**src/rtl/keypad_debounce.sv**
```systemverilog
// rtl/keypad_debounce.sv - debounced, encoded 10-key keypad with typematic repeat and multi-key flag
module keypad_debounce #(
    parameter int DEBOUNCE_CYC = 20,
    parameter int REPEAT_DELAY = 0,
    parameter int REPEAT_RATE  = 200
) (
    input  logic       clk,
    input  logic       rst,
    input  logic [9:0] keypad,
    output logic [3:0] key_code,
    output logic       key_valid,
    output logic       key_held,
    output logic       key_err
);

    typedef enum logic [1:0] {
        S_IDLE,
        S_DEBOUNCE,
        S_HELD,
        S_RELEASE
    } state_t;

    // Terminal counts are precomputed in 16 bits so maximum parameters never overflow.
    localparam logic [15:0] DEB_LAST  = 16'(DEBOUNCE_CYC - 1);
    localparam logic [15:0] DLY_LAST  = 16'(REPEAT_DELAY - 1);
    localparam logic [15:0] RATE_LAST = 16'(REPEAT_RATE - 1);
    localparam bit          REP_EN    = (REPEAT_DELAY != 0);
    localparam logic [9:0]  NO_KEY    = 10'h3FF;

    logic [9:0]  sync1_q, sync2_q;
    state_t      state_q, state_d;
    logic [15:0] cnt_q, cnt_d;
    logic [15:0] rep_cnt_q, rep_cnt_d;
    logic        first_q, first_d;
    logic [9:0]  cand_q, cand_d;
    logic [3:0]  code_q, code_d;
    logic        valid_q, valid_d;
    logic        held_q, held_d;
    logic        err_q;

    logic [3:0]  zero_cnt;
    logic        pat_none, pat_single, pat_multi;
    logic [3:0]  cand_idx;
    logic [15:0] rep_last;

    // Count low lines of the synchronized pattern to classify it.
    always_comb begin
        zero_cnt = 4'd0;
        for (int i = 0; i < 10; i++) begin
            zero_cnt = zero_cnt + {3'b000, ~sync2_q[i]};
        end
    end

    assign pat_none   = (sync2_q == NO_KEY);
    assign pat_single = (zero_cnt == 4'd1);
    assign pat_multi  = (zero_cnt >= 4'd2);

    // Encode the digit of the (single-zero) candidate pattern.
    always_comb begin
        cand_idx = 4'd0;
        for (int i = 9; i >= 0; i--) begin
            if (!cand_q[i]) begin
                cand_idx = 4'(i);
            end
        end
    end

    assign rep_last = first_q ? DLY_LAST : RATE_LAST;

    // Two-flop synchronizer on the raw pins plus the multi-key error level.
    always_ff @(posedge clk or negedge rst) begin
        if (!rst) begin
            sync1_q <= NO_KEY;
            sync2_q <= NO_KEY;
            err_q   <= 1'b0;
        end else begin
            sync1_q <= keypad;
            sync2_q <= sync1_q;
            err_q   <= pat_multi;
        end
    end

    // FSM and datapath register bank.
    always_ff @(posedge clk or negedge rst) begin
        if (!rst) begin
            state_q   <= S_IDLE;
            cnt_q     <= 16'd0;
            rep_cnt_q <= 16'd0;
            first_q   <= 1'b0;
            cand_q    <= NO_KEY;
            code_q    <= 4'd0;
            valid_q   <= 1'b0;
            held_q    <= 1'b0;
        end else begin
            state_q   <= state_d;
            cnt_q     <= cnt_d;
            rep_cnt_q <= rep_cnt_d;
            first_q   <= first_d;
            cand_q    <= cand_d;
            code_q    <= code_d;
            valid_q   <= valid_d;
            held_q    <= held_d;
        end
    end

    // Next-state logic: accept a press after a stable run, repeat while held,
    // and require a full debounced release before the next key (no rollover).
    always_comb begin
        state_d   = state_q;
        cnt_d     = cnt_q;
        rep_cnt_d = rep_cnt_q;
        first_d   = first_q;
        cand_d    = cand_q;
        code_d    = code_q;
        valid_d   = 1'b0;
        case (state_q)
            S_IDLE: begin
                if (pat_single) begin
                    cand_d  = sync2_q;
                    cnt_d   = 16'd0;
                    state_d = S_DEBOUNCE;
                end
            end
            S_DEBOUNCE: begin
                if (sync2_q != cand_q) begin
                    state_d = S_IDLE;
                end else if (cnt_q == DEB_LAST) begin
                    state_d   = S_HELD;
                    valid_d   = 1'b1;
                    code_d    = cand_idx;
                    rep_cnt_d = 16'd0;
                    first_d   = 1'b1;
                end else begin
                    cnt_d = cnt_q + 16'd1;
                end
            end
            S_HELD: begin
                if (sync2_q != cand_q) begin
                    state_d = S_RELEASE;
                    cnt_d   = 16'd0;
                end else if (REP_EN) begin
                    if (rep_cnt_q == rep_last) begin
                        valid_d   = 1'b1;
                        rep_cnt_d = 16'd0;
                        first_d   = 1'b0;
                    end else begin
                        rep_cnt_d = rep_cnt_q + 16'd1;
                    end
                end
            end
            S_RELEASE: begin
                if (!pat_none) begin
                    cnt_d = 16'd0;
                end else if (cnt_q == DEB_LAST) begin
                    state_d = S_IDLE;
                end else begin
                    cnt_d = cnt_q + 16'd1;
                end
            end
            default: state_d = S_IDLE;
        endcase
        held_d = (state_d == S_HELD);
    end

    assign key_code  = code_q;
    assign key_valid = valid_q;
    assign key_held  = held_q;
    assign key_err   = err_q;

endmodule

```
**config.mk**
```make
export PLATFORM = sky130hd
export DESIGN_NAME = keypad_debounce
export DESIGN_NICKNAME = d
export VERILOG_FILES = /design/src/rtl/keypad_debounce.sv
export SDC_FILE = /design/constraint.sdc
export NUM_CORES = 1
export LEC_CHECK = 0
export CAP_MARGIN = 20
export CORE_MARGIN = 8
export CORE_UTILIZATION = 57
export DETAILED_ROUTE_END_ITERATION = 12
export GPL_ROUTABILITY_DRIVEN = 0
export GPL_TIMING_DRIVEN = 0
export PLACE_DENSITY_LB_ADDON = 0.3
export SETUP_SLACK_MARGIN = 0.05
export SLEW_MARGIN = 10
export SYNTH_ARGS = -nofsm -noshare
export SYNTH_HDL_FRONTEND = slang
export SYNTH_SLANG_ARGS = --single-unit
```
**constraint.sdc**
```tcl
create_clock -name clk -period 6.7 [get_ports clk]
set_input_delay 1.675 -clock clk [delete_from_list [all_inputs] [get_ports clk]]
set_output_delay 1.675 -clock clk [all_outputs]
set_load 0.005 [all_outputs]
```
==> qor.yml <==
finalPower_w: 0.000896
seqPwrFrac: 0.517
timing.hold.worst_endpoint: "sync2_q[3]"
grt_util_met2: 0.238
critical_path_slowest_stage_cell: "sky130_fd_sc_hd__dfstp_2"
worst_setup_path_start_kind: "flop"
period_needed_ps: 5140
hpwl_mm: 3.67
fmax_ghz: 0.195
setup_violations: 0
critPathRequiredTime_ps: 6890
share_of_yosys_cell_area_claimed_by_the_top_area_cell_type: 0.294
max_stage_delay_ps: 570
critical_path_class: "reg -> reg"
global_route.peak_usage_layer: "met2"
hold_path_startpoint: "sync1_q[3]"
synthesis_warning_total: 0
max-vdd-ir-drop_v: 0.000148
layout-drive-gt1-share: 0.193
synth_area_leaders: "sky130_fd_sc_hd__dfstp_2, sky130_fd_sc_hd__dfrtp_1, sky130_fd_sc_hd__inv_1"
grt_first_pass_wirelength_mm: 8.68
die-height_um: 84.6
drt-vias-per-instance: 5.79
rr_startpoint: "sync2_q[0]"
number_of_global_route_vias_before_repair: 1818
power_switching_share: 0.341
finalNetCount: 296
synth_async_sr_flop_share: 1.00
rsz_0062_raised_after_global_routing: "false"
timing.rr.end: "cnt_q[4]"
cts_root_buffer: "sky130_fd_sc_hd__clkbuf_8"
final-hold-violation-count: 0
crit_chain: "inv_1 -> fa_1 -> inv_1 -> fa_1 -> inv_1 -> fa_1 -> ha_1 -> inv_1 -> fa_1 -> a2111oi_4 -> o21ai_2 -> or4b_4 -> buf_6 -> o311ai_1 -> buf_2 -> clkbuf_1 -> nor2_1"
seq_total_area_yosys: 0.527
worst-path-buf-inv: 7
cts.sink_count: 55
final.period_utilization: 0.767
power.combinational.fraction: 0.266
synth_area_per_cell_um2: 10.9
number_of_port_buffers: 18
use_met1: 0.195
fin_setup_tns_ps: 0
dr.pass1.iters: 4
clock_slew_at_reported_path_ffs_ps: 100
cts.repair.resized: 0
cts.path.max_buffers: 2
met3_usage_in_global_routing: 0.0361
design.core.area_um2: 4630
synthesis.area_um2: 2680
netlist_instances: 247
initial_core_utilization: 0.579
std_cell_rows: 25
synth-edff-count: 0
drt_drc_violations_left: 0
least_margin_pin_slew_ps: 928
power_density_nw_per_um2: 294
skew_ps: 7.49
finalWirelength_mm: 4.99
pre_cts_slack_ps: 1580
class_of_the_worst_hold_path: "reg -> reg"
number_of_antenna_violations_at_the_first_check_in_global_routing: 0
fp.dieW_um: 84.6
reg2reg_setup_slack_ps: 1560
areaGrowthSynthToFinish_pct: 13.5
cellInternalPower_w: 0.000590
drt-initial-drc-count: 176
cts_setup_buffers: 0
timing.max_cap.violations: 0
status: "complete, no violations"
postSynth.topFlopCell: "sky130_fd_sc_hd__dfstp_2"
wire_per_inst_um: 15.2
tritoncts.num_buffers: 5
setup.worst_path.end_class: "flop"
grtUsageTotal: 0.151
design.die.area_um2: 7160
cp_data_arrival_time_ps: 5330
p_leak_nw: 1.27
num_io_pins: 19
path_delay_family: "adder cells"
route.vias.total: 1906
critical_path_peak_fanout: 10
netSwitchingPower_w: 0.000305
syn_nets: 269
tritoncts: "built"
antenna_cells: 0
postCtsHoldBufs: 0
post-synth-top-area-cell: "sky130_fd_sc_hd__dfstp_2"
count_of_pins_over_their_slew_limit: 0
worstSkewPairLatency_ps: 320
worst_case_headroom_to_the_max_slew_limit: 0.376
clock_network_power_share: 0.217
timing.final.ws_setup_ps: 1560
cells_on_worst_reg2reg_path: 17
cts_htree_levels: 2
grt_max_degree: 36
grt_total_ovfl: 0
yosysUniqueCellTypes: 43
min_delay_path_depth: 0
synth-seq-cells: 55
final_antenna_net_count: 0
cells in the mapped netlist, drive strengths merged, types with 2 or more instances:
library cell	n
nor4b	2
dfrtp	25
clkbuf	3
mux2	4
a311oi	2
a21boi	2
nand4	7
a21o	8
o31ai	2
nand2	15
and2	4
nor3	3
ha	4
inv	34
nor2b	2
a31oi	4
nor4	2
nor2	7
and4	4
dfstp	30
xnor2	13
or4	2
fa	6
and3	5
o21ai	16
buf	2
nand3	15
a21oi	13
per-layer routing:
metal  routed length (um)  part of all wire
met3                  209             0.042
met2                 2380              0.48
met4                   82             0.016
met1                 2320              0.46
met5                    0                 0
worst register-to-register path: stages, from the launching register on:
cell and delay, ps:
sky130_fd_sc_hd__dfstp_2 570, sky130_fd_sc_hd__inv_1 80, sky130_fd_sc_hd__fa_1 530, sky130_fd_sc_hd__inv_1 60, sky130_fd_sc_hd__fa_1 490, sky130_fd_sc_hd__inv_1 50
sky130_fd_sc_hd__fa_1 480, sky130_fd_sc_hd__ha_1 230, sky130_fd_sc_hd__inv_1 80, sky130_fd_sc_hd__fa_1 420, sky130_fd_sc_hd__a2111oi_4 360, sky130_fd_sc_hd__o21ai_2 140
sky130_fd_sc_hd__or4b_4 520, sky130_fd_sc_hd__buf_6 150, sky130_fd_sc_hd__o311ai_1 90, sky130_fd_sc_hd__buf_2 260, sky130_fd_sc_hd__clkbuf_1 410, sky130_fd_sc_hd__nor2_1 100
final cells by class:
| cell class | count | area [um^2] |
|---|---|---|
| Buffer | 5 | 27.5 |
| Timing Repair Buffer | 20 | 200 |
| Multi-Input combinational cell | 153 | 1110 |
| Fill cell | 368 | 1580 |
| Inverter | 34 | 128 |
| Clock buffer | 5 | 68.8 |
| Sequential cell | 55 | 1410 |
| Tap cell | 54 | 67.6 |
| Clock inverter | 3 | 26.3 |
registers in the layout, indices dropped and copies added (netlist names):
signal / flops
cnt_q: 16
cand_q: 10
sync1_q: 10
sync2_q: 10
key_code: 4
state_q: 2
key_err: 1
key_held: 1
key_valid: 1
stage by stage:
stage,hold WS (ps),util,std cells,cell area [um^2]
floorplan,345,-,247,2680
global placement,346,0.633,319,2930
detailed placement,347,0.636,320,2950
CTS,363,0.657,328,3040
global route,363,0.658,329,3050
finish,361,0.658,329,3050
logic make-up after synthesis:
| logic type | synth area share |
|---|---|
| AO/OA/AOI/OAI | 0.143 |
| XOR/XNOR | 0.0424 |
| adder cells (fa/ha/maj) | 0.0634 |
| buffers and inverters | 0.0578 |
| flip-flops | 0.527 |
| multiplexers | 0.0205 |
| AND/OR/NAND/NOR | 0.146 |
cells in the final DEF (no fill, tap or decap), types with 3 or more instances in the layout:
| cell | synthesis | layout |
|---|---|---|
| sky130_fd_sc_hd__a21oi_1 | 13 | 13 |
| sky130_fd_sc_hd__and3_1 | 4 | 4 |
| sky130_fd_sc_hd__dfstp_2 | 30 | 30 |
| sky130_fd_sc_hd__dfrtp_1 | 25 | 25 |
| sky130_fd_sc_hd__o21ai_0 | 15 | 15 |
| sky130_fd_sc_hd__a31oi_1 | 4 | 4 |
| sky130_fd_sc_hd__clkbuf_1 | 3 | 3 |
| sky130_fd_sc_hd__fa_1 | 6 | 6 |
| sky130_fd_sc_hd__buf_2 | 1 | 3 |
| sky130_fd_sc_hd__nand3_1 | 15 | 15 |
| sky130_fd_sc_hd__and4_1 | 4 | 4 |
| sky130_fd_sc_hd__xnor2_1 | 13 | 13 |
| sky130_fd_sc_hd__nor2_1 | 7 | 7 |
| sky130_fd_sc_hd__clkdlybuf4s50_1 | 0 | 17 |
| sky130_fd_sc_hd__nor3_1 | 3 | 3 |
| sky130_fd_sc_hd__ha_1 | 4 | 4 |
| sky130_fd_sc_hd__nand2_1 | 15 | 15 |
| sky130_fd_sc_hd__mux2_2 | 4 | 4 |
| sky130_fd_sc_hd__clkbuf_8 | 0 | 5 |
| sky130_fd_sc_hd__and2_1 | 4 | 4 |
| sky130_fd_sc_hd__nand4_1 | 7 | 7 |
| sky130_fd_sc_hd__a21o_1 | 8 | 8 |
| sky130_fd_sc_hd__inv_1 | 34 | 34 |
worst max-delay path by stage:
stage	from	end	slack (ps)	depth (start not counted)
floorplan	sync2_q[0]	cnt_q[15]	1940	16
global placement	sync2_q[0]	cnt_q[3]	1650	16
detailed placement	sync2_q[0]	cnt_q[0]	1580	16
CTS	sync2_q[0]	cnt_q[2]	1570	16
global route	sync2_q[0]	cnt_q[2]	1330	17
finish	sync2_q[0]	cnt_q[4]	1560	17
power groups by stage:
stage | sequential [W] | combinational (W) | clock (W)
after floorplan | 0.000451 | 0.000179 | 0
after global placement | 0.000464 | 0.000226 | 0
after detailed placement | 0.000467 | 0.000237 | 0
after CTS | 0.000462 | 0.000239 | 0.000201
after global routing | 0.000473 | 0.000272 | 0.000211
final | 0.000463 | 0.000239 | 0.000194
(Power assumes the default switching activity.)
